### src/rtl/unidade_busca_pkg.sv
// Shared definitions for the instruction fetch unit.
// Contents: fetch FSM state enum, default memory depth, instruction and
// address widths.
package pacote_busca;

  typedef enum logic [1:0] {
    BUSCA  = 2'd0,  // fetching one word per cycle
    ESPERA = 2'd1,  // output valid, decode not ready
    FIM    = 2'd2   // PC outside the populated range, fetch stopped
  } estado_t;

  localparam int MEM_WORDS_PADRAO = 64;
  localparam int LARG_INSTR       = 32;
  localparam int LARG_END         = 64;

endpackage

### src/rtl/unidade_busca_contador.sv
// Performance counters for the fetch unit.
// Ports:
//   clk, reset        - clock, synchronous active-high reset
//   transferencia     - an instruction was handed to decode this cycle
//   bolha             - output stage empty outside FIM this cycle
//   cont_instrucoes   - running count of transfers (wraps at 2^32)
//   cont_bolhas       - running count of bubble cycles (wraps at 2^32)
module contador_busca (
  input  logic        clk,
  input  logic        reset,
  input  logic        transferencia,
  input  logic        bolha,
  output logic [31:0] cont_instrucoes,
  output logic [31:0] cont_bolhas
);

  always_ff @(posedge clk) begin
    if (reset) begin
      cont_instrucoes <= '0;
      cont_bolhas     <= '0;
    end else begin
      if (transferencia) cont_instrucoes <= cont_instrucoes + 32'd1;
      if (bolha)         cont_bolhas     <= cont_bolhas + 32'd1;
    end
  end

endmodule

### src/rtl/unidade_busca.sv
// Instruction fetch unit: owns the PC, addresses the instruction ROM,
// registers the returned word and hands it to decode via valid/ready.
// Redirect flushes the output stage and has priority over everything
// except reset. Fetch stops (state FIM) once the PC leaves [0, MEM_WORDS).
// Ports:
//   clk, reset                      - clock, synchronous active-high reset
//   pc_mem        [63:0]  out       - word address to ROM (the PC register)
//   instrucao_mem [31:0]  in        - ROM data for pc_mem, same cycle
//   desvio_valido / desvio_alvo in  - redirect request and target
//   saida_valida / saida_pronta     - output handshake to decode
//   saida_instrucao, saida_pc out   - registered instruction and its address
//   fim_memoria   out               - high while fetch is stopped (FIM)
//   cont_instrucoes, cont_bolhas    - performance counters, present only
//                                     when BUSCA_CONTADOR_EN is defined
module unidade_busca
  import pacote_busca::*;
#(
  parameter logic [LARG_END-1:0] PC_RESET  = '0,
  parameter int                  MEM_WORDS = MEM_WORDS_PADRAO
) (
  input  logic                  clk,
  input  logic                  reset,
  output logic [LARG_END-1:0]   pc_mem,
  input  logic [LARG_INSTR-1:0] instrucao_mem,
  input  logic                  desvio_valido,
  input  logic [LARG_END-1:0]   desvio_alvo,
  output logic                  saida_valida,
  input  logic                  saida_pronta,
  output logic [LARG_INSTR-1:0] saida_instrucao,
  output logic [LARG_END-1:0]   saida_pc,
  output logic                  fim_memoria
`ifdef BUSCA_CONTADOR_EN
  ,
  output logic [31:0]           cont_instrucoes,
  output logic [31:0]           cont_bolhas
`endif
);

  localparam logic [LARG_END-1:0] LIMITE = LARG_END'(MEM_WORDS);

  estado_t             estado, estado_prox;
  logic [LARG_END-1:0] pc;
  logic                livre, em_faixa, carregar;

  assign pc_mem   = pc;
  assign livre    = !saida_valida || saida_pronta;
  assign em_faixa = pc < LIMITE;

  // State register
  always_ff @(posedge clk) begin
    if (reset) estado <= BUSCA;
    else       estado <= estado_prox;
  end

  // Next state
  always_comb begin
    estado_prox = estado;
    if (desvio_valido) begin
      estado_prox = BUSCA;
    end else if (estado != FIM) begin
      if (!livre)        estado_prox = ESPERA;
      else if (em_faixa) estado_prox = BUSCA;
      else               estado_prox = FIM;
    end
  end

  // Outputs / datapath control
  always_comb begin
    carregar    = !desvio_valido && (estado != FIM) && livre && em_faixa;
    fim_memoria = (estado == FIM);
  end

  // PC and output stage. A word fetched during a redirect cycle is dropped;
  // the word being transferred that cycle still counts as accepted.
  always_ff @(posedge clk) begin
    if (reset) begin
      pc              <= PC_RESET;
      saida_valida    <= 1'b0;
      saida_instrucao <= '0;
      saida_pc        <= '0;
    end else if (desvio_valido) begin
      pc           <= desvio_alvo;
      saida_valida <= 1'b0;
    end else if (carregar) begin
      saida_instrucao <= instrucao_mem;
      saida_pc        <= pc;
      saida_valida    <= 1'b1;
      pc              <= pc + 64'd1;
    end else if (livre) begin
      // free but nothing to load: out of range (or already in FIM)
      saida_valida <= 1'b0;
    end
  end

`ifdef BUSCA_CONTADOR_EN
  contador_busca u_contador (
    .clk             (clk),
    .reset           (reset),
    .transferencia   (saida_valida && saida_pronta),
    .bolha           (!saida_valida && (estado != FIM)),
    .cont_instrucoes (cont_instrucoes),
    .cont_bolhas     (cont_bolhas)
  );
`endif

endmodule
### config.mk
export PLATFORM = sky130hd
export DESIGN_NAME = unidade_busca
export DESIGN_NICKNAME = d
export VERILOG_FILES = /design/src/rtl/unidade_busca_pkg.sv /design/src/rtl/unidade_busca_contador.sv /design/src/rtl/unidade_busca.sv
export SDC_FILE = /design/constraint.sdc
export NUM_CORES = 1
export LEC_CHECK = 0
export CAP_MARGIN = 20
export CELL_PAD_IN_SITES_DETAIL_PLACEMENT = 0
export CELL_PAD_IN_SITES_GLOBAL_PLACEMENT = 2
export CORE_MARGIN = 4
export CORE_UTILIZATION = 22
export CTS_BUF_LIST = sky130_fd_sc_hd__clkbuf_8
export DETAILED_ROUTE_END_ITERATION = 8
export HOLD_SLACK_MARGIN = 0.08
export PLACE_DENSITY = 0.85
export SLEW_MARGIN = 20
export SYNTH_ARGS = -nofsm -noshare
export SYNTH_HDL_FRONTEND = slang
export SYNTH_SLANG_ARGS = --single-unit
### constraint.sdc
create_clock -name clk -period 2 [get_ports clk]
set_input_delay 0.4 -clock clk [delete_from_list [all_inputs] [get_ports clk]]
set_output_delay 0.4 -clock clk [all_outputs]
set_load 0.05 [all_outputs]
==> results.sh, run 1 <==
export IMPL_die_area_um2=27900
export IMPL_crit_end="pc_mem[0]"
export IMPL_rsz0062_at_grt="true"
export IMPL_slowest_stage="or3_4"
export IMPL_initial_core_util_pct=22.6
export IMPL_clock_latency_ps=450
export IMPL_hp_class="primary input to flop"
export IMPL_power_density_nw_per_um2=700
export IMPL_vias_per_cell=4.49
export IMPL_cts_max_level=4
export IMPL_cp_num_buf_inv=2
export IMPL_skew_ps=19.2
export IMPL_fin_crit_ps=2080
export IMPL_setup_violations_final=85
export IMPL_synth_top_area_share_pct=58.6
export IMPL_worstRegToRegCells=7
export IMPL_layout_drive_gt1_share_pct=32.8
export IMPL_final_common_cell="buf_4"
export IMPL_power_internal_w=0.00498
export IMPL_timing_critical_path_from="pc_mem[45]"
export IMPL_cpLargestDelayFamily="simple AND/OR/NAND/NOR gates"
export IMPL_grt_pass1_vias=5668
export IMPL_antenna_left=0
export IMPL_crit_path_end_kind="flop"
export IMPL_layout_common_cells="buf_4, dfxtp_1, dlygate4sd2_1, clkdlybuf4s50_1, and2_1"
export IMPL_drc=0
export IMPL_final_cell_count_no_fill=1203
export IMPL_core_area_um2=24600
export IMPL_crit_fanout=8
export IMPL_diodes=0
export IMPL_power_frac_seq_pct=48.1
export IMPL_cp_slowest_stage_delay_ps=420
export IMPL_slew_headroom_pct=61.8
export IMPL_cts_buffers=17
export IMPL_via_count=5403
export IMPL_die_x_um=167
export IMPL_p_leak_nw=4.55
export IMPL_clk_transition_reported_paths_ps=100
export IMPL_placed_cells=1164
export IMPL_grt_overflow=0
export IMPL_synth_nets=638
export IMPL_wire_per_inst_um=17.6
export IMPL_final_period_utilization_pct=104
export IMPL_total_power_w=0.00705
export IMPL_yosysTopAreaCell="dfxtp_1"
export IMPL_antenna_found_initial=3
export IMPL_path_class="flop to flop"
export IMPL_rr_startpoint="pc_mem[45]"
export IMPL_clkPwrFrac_pct=35.9
export IMPL_synth_area_per_cell_um2=10.4
export IMPL_start_kind="flop"
export IMPL_core_rowCount=57
export IMPL_critPathArrivalTime_ps=2450
export IMPL_cp_depth=7
export IMPL_track_usage_pct=14.7
export IMPL_status="complete, but fails checks"
export IMPL_worstPathRequired_ps=2360
export IMPL_clock_sinks=163
export IMPL_r2r_end="pc_mem[0]"
export IMPL_timing_fmax_mhz=480
export IMPL_worst_slack_ps=-82.7
export IMPL_fin_nets=967
export IMPL_syn_inst=537
export IMPL_port_buffer_count=261
export IMPL_synth_area_top_cells="dfxtp_1, a22o_1, and2_1"
export IMPL_ys_ff_latch=163
export IMPL_cts_root_buffer="clkbuf_8"
export IMPL_cap_violations=0
export IMPL_seq_area_frac_synth_pct=58.6
export IMPL_ys_warn_count=0
export IMPL_final_max_slew_violation_count=0
export IMPL_ff2ff_setup_slack_ps=-80
export IMPL_clockBufferDepth=2
export IMPL_firstDrtPassIters=4
export IMPL_gp_congestion=0.756
export IMPL_hold_viol=0
export IMPL_area_delta_synth_final_pct=80.8
export IMPL_wl_mm=21.2
export IMPL_combPwrFrac_pct=16.0
export IMPL_hpwl_mm=15.1
export IMPL_synth_flop_cell="dfxtp_1"
export IMPL_syn_area_um2=5570
export IMPL_grt_pass1_wl_mm=32.6
export IMPL_switching_share_pct=29.5
export IMPL_worstPathCellList="nor4_4, buf_4, nand3_4, or3_4, buf_6, or3_1, a311oi_1"
export IMPL_synth_edff_count=0
export IMPL_tightest_slew_ps=572
export IMPL_io_pins=262
export IMPL_async_flop_share_pct=0
export IMPL_violations="setup timing"
export IMPL_fill_cells=2443
export IMPL_p_switching_w=0.00208
export IMPL_grt_max_degree=59
export IMPL_fp_dieH_um=167
export IMPL_peakVddDrop_mv=0.480
export IMPL_cts_tree="built"
export IMPL_ys_types=30
export IMPL_drtIter0Drc=307
==> repair_timing <==
action	CTS	global route
pin swaps	9	28
resized for setup	175	30
endpoints found under the setup margin	268	156
buffers inserted	4	2
hold buffers	0	0
cloned	2	1
==> stage by stage <==
| step | area [µm²] | setup slack, ps | hold WS, ps | util (%) | TNS, ps |
|---|---|---|---|---|---|
| 2_1_floorplan | 5680 | -87.9 | 478 | - | -921 |
| 3_3_place_gp | 9230 | -391 | 441 | 37.5 | -25750 |
| 6_report | 10100 | -82.7 | 371 | 40.9 | -1470 |
| 4_1_cts | 9920 | -130 | 325 | 40.3 | -7470 |
| 5_1_grt | 10100 | -189 | 356 | 40.9 | -15260 |
| 3_5_place_dp | 9230 | -396 | 443 | 37.5 | -27580 |
==> state kept, by name, summed over array words and instances (netlist names) <==
| signal | cells |
|---|---|
| estado | 2 |
| pc_mem | 64 |
| saida_instrucao | 32 |
| saida_pc | 64 |
| saida_valida | 1 |
==> power by group through the flow <==
stage / Clock [W] / Sequential (W) / Combinational [W]
floorplan: 0 / 0.00372 / 0.000228
global placement: 0 / 0.00345 / 0.00109
detailed placement: 0 / 0.00345 / 0.00109
CTS: 0.00265 / 0.00339 / 0.00111
global route: 0.00277 / 0.00341 / 0.00120
finish: 0.00254 / 0.00339 / 0.00113
==> synth_stat cells (3+ instances only) <==
cell,number
clkbuf_1,48
nand4_1,41
dfxtp_1,163
nand3_1,6
nand2_1,5
a311oi_1,3
nor4_1,16
o31ai_1,39
nor2_1,25
buf_1,3
o21ai_0,3
inv_1,4
a22o_1,45
nor3_1,5
mux2i_1,13
and2_1,58
a21oi_1,42
==> tightest hold or removal path, delay by kind of cell <==
family                 cells  cell delay (ps)
AO/OA/AOI/OAI              2              210
buffers and inverters      1              170
==> cell type report <==
type                    count  area (µm²)  area share [%]
flip-flops and latches    163        3370            33.4
repair buffers            362        3330            33.0
multi-input cells         318        2550            25.3
well taps                 324         405            4.03
clock buffers              17         234            2.32
clock inverters            15         170            1.69
inverters                   4        15.0           0.149
==> cell families after synthesis <==
kind of cell / share of synthesized area (%)
and+or+nand+nor: 16.9
DFF: 58.6
AOI/OAI and AO/OA: 18.1
buffers and inverters: 3.80
muxes: 2.34
adders and majority gates: 0.225
==> worst min path at each step <==
| stage | startpoint | to | slack [ps] | cells past startpoint |
|---|---|---|---|---|
| floorplan | estado[1] | estado[1] | 480 | 2 |
| global placement | saida_pc[56] | saida_pc[56] | 440 | 1 |
| detailed placement | saida_pc[35] | saida_pc[35] | 440 | 1 |
| CTS | desvio_valido | saida_instrucao[0] | 320 | 3 |
| global route | desvio_valido | saida_instrucao[0] | 360 | 3 |
| finish | desvio_valido | saida_instrucao[0] | 370 | 3 |
==> per-layer routing <==
metal	wire (µm)	vias to the layer above	global-route usage, %
met5	34	-	0
met4	192	6	3.74
met3	2020	16	5.73
met2	10100	198	24.4
met1	8900	2545	17.8
li1	-	2638	-
Power figures use the tool's default switching activity.
==> run 2: changes to the inputs <==
- CORE_ASPECT_RATIO: not set -> 2
==> results.sh, run 2 (synthesized netlist as in run 1, its figures left out) <==
export IMPL_status="complete, but fails checks"
export IMPL_violations="setup timing"
export IMPL_die_area_um2=28100
export IMPL_p_leak_nw=4.37
export IMPL_layout_common_cells="buf_4, dfxtp_1, dlygate4sd2_1, clkdlybuf4s50_1, and2_1"
export IMPL_power_frac_seq_pct=48.5
export IMPL_grt_max_degree=59
export IMPL_clk_transition_reported_paths_ps=90
export IMPL_seqCellArea_um2=3370
export IMPL_slew_headroom_pct=29.9
export IMPL_setup_violations_final=61
export IMPL_layout_drive_gt1_share_pct=32.8
export IMPL_hold_buffers=0
export IMPL_grt_overflow=0
export IMPL_cts_buffers=17
export IMPL_hold_viol=0
export IMPL_gp_congestion=0.801
export IMPL_drc=0
export IMPL_drtIter0Drc=233
export IMPL_core_area_um2=25000
export IMPL_skew_ps=17.1
export IMPL_die_x_um=121
export IMPL_dpl_instance_area_um2=9220
export IMPL_clkPwrFrac_pct=35.6
export IMPL_critPathArrivalTime_ps=2360
export IMPL_clock_latency_ps=480
export IMPL_port_buffer_count=261
export IMPL_final_max_slew_violation_count=0
export IMPL_timing_fmax_mhz=496
export IMPL_hpwl_mm=15.7
export IMPL_fin_crit_ps=2020
export IMPL_antenna_found_initial=3
export IMPL_clockBufferDepth=2
export IMPL_final_period_utilization_pct=101
export IMPL_worstPathRequired_ps=2350
export IMPL_tightest_slew_ps=1050
export IMPL_fill_cells=2590
export IMPL_power_internal_w=0.00495
export IMPL_area_delta_synth_final_pct=78.0
export IMPL_multi_input_area_um2=2420
export IMPL_initial_core_util_pct=22.2
export IMPL_track_usage_pct=14.9
export IMPL_dp_slack_ps=-448
export IMPL_crit_fanout=25
export IMPL_vias_per_cell=4.43
export IMPL_io_pins=262
export IMPL_wl_mm=21.2
export IMPL_path_class="flop to flop"
export IMPL_whs_path_depth=3
export IMPL_combPwrFrac_pct=15.8
export IMPL_cts_root_buffer="clkbuf_8"
export IMPL_switching_share_pct=28.8
export IMPL_fin_setup_tns_ps=-394
export IMPL_final_common_cell="buf_4"
export IMPL_core_rowCount=82
export IMPL_firstDrtPassIters=4
export IMPL_wire_per_inst_um=17.4
export IMPL_power_density_nw_per_um2=702
export IMPL_finalInstanceArea_um2=9910
export IMPL_crit_path_end_kind="flop"
export IMPL_cap_violations=0
export IMPL_worstRegToRegCells=7
export IMPL_hp_class="primary input to flop"
export IMPL_cts_max_level=4
export IMPL_peakVddDrop_mv=0.677
export IMPL_via_count=5393
export IMPL_cts_tree="built"
export IMPL_fp_dieH_um=233
export IMPL_grt_pass1_wl_mm=31.4
export IMPL_rsz0062_at_grt="true"
export IMPL_start_kind="flop"
export IMPL_clock_sinks=163
export IMPL_p_switching_w=0.00200
export IMPL_worst_slack_ps=-16.5
export IMPL_fin_nets=967
export IMPL_grt_pass1_vias=5448
export IMPL_antenna_left=0
-- run 2: changes by cell type in the layout (fill, tap and decap cells not counted), sizes merged --
cell	change
dlygate4sd2	-1
inv	-1
clkinvlp	+3
buf	+11
clkinv	-2
diode	+2
dlymetal6s2s	-8
clkbuf	-2
-- run 2: final cells by class --
class | instances | area share, %
flip-flops and latches | 163 | 34.0
repair buffers | 362 | 33.1
multi-input cells | 318 | 24.4
well taps | 336 | 4.24
clock buffers | 17 | 2.36
clock inverters | 15 | 1.70
inverters | 4 | 0.151
diodes | 2 | 0.0505
-- run 2: metrics by stage --
stage	power, W	hold WS [ps]	std cells	util, %
after global placement	0.00455	440	1177	36.8
final	0.00696	391	1217	39.6
after detailed placement	0.00455	443	1177	36.8
after CTS	0.00708	337	1215	38.7
after floorplan	0.00395	478	537	-
after global routing	0.00727	372	1216	39.6
-- run 2: critical path, stage by stage, from the launching register on --
cell and delay (ps):
dfxtp_4 340, nor4_1 280, buf_4 160, nand3_1 80
or3_4 470, buf_12 190, o31ai_1 250, a21oi_1 110
-- run 2: what timing repair did --
action | in CTS | in global routing
buffers inserted | 5 | 0
endpoints found under the hold margin | 0 | 0
gates resized for setup | 130 | 48
pin swaps | 14 | 4
endpoints found under the setup margin | 260 | 148
gates cloned | 2 | 0
-- run 2: power by group through the flow --
stage | logic [W] | clock network (W) | registers (W)
4_1_cts | 0.00110 | 0.00260 | 0.00338
2_1_floorplan | 0.000228 | 0 | 0.00372
3_5_place_dp | 0.00110 | 0 | 0.00344
3_3_place_gp | 0.00111 | 0 | 0.00344
6_report | 0.00110 | 0.00248 | 0.00338
5_1_grt | 0.00117 | 0.00271 | 0.00339
-- run 2: per-layer routing --
metal	track usage (%)	routed length, µm	part of all wire, %
met5	0	27	0.13
met4	8.69	1050	5.0
met3	5.11	1400	6.6
met2	26.7	11600	55
met1	14.6	7170	34
-- run 2: final timing paths --
check	start	endpoint	slack [ps]
worst min register to register	saida_pc[54]	saida_pc[54]	460
worst min-delay path	reset	estado[1]	390
worst max-delay path	pc_mem[31]	saida_instrucao[0]	-20
worst max register to register	pc_mem[31]	saida_instrucao[0]	-20
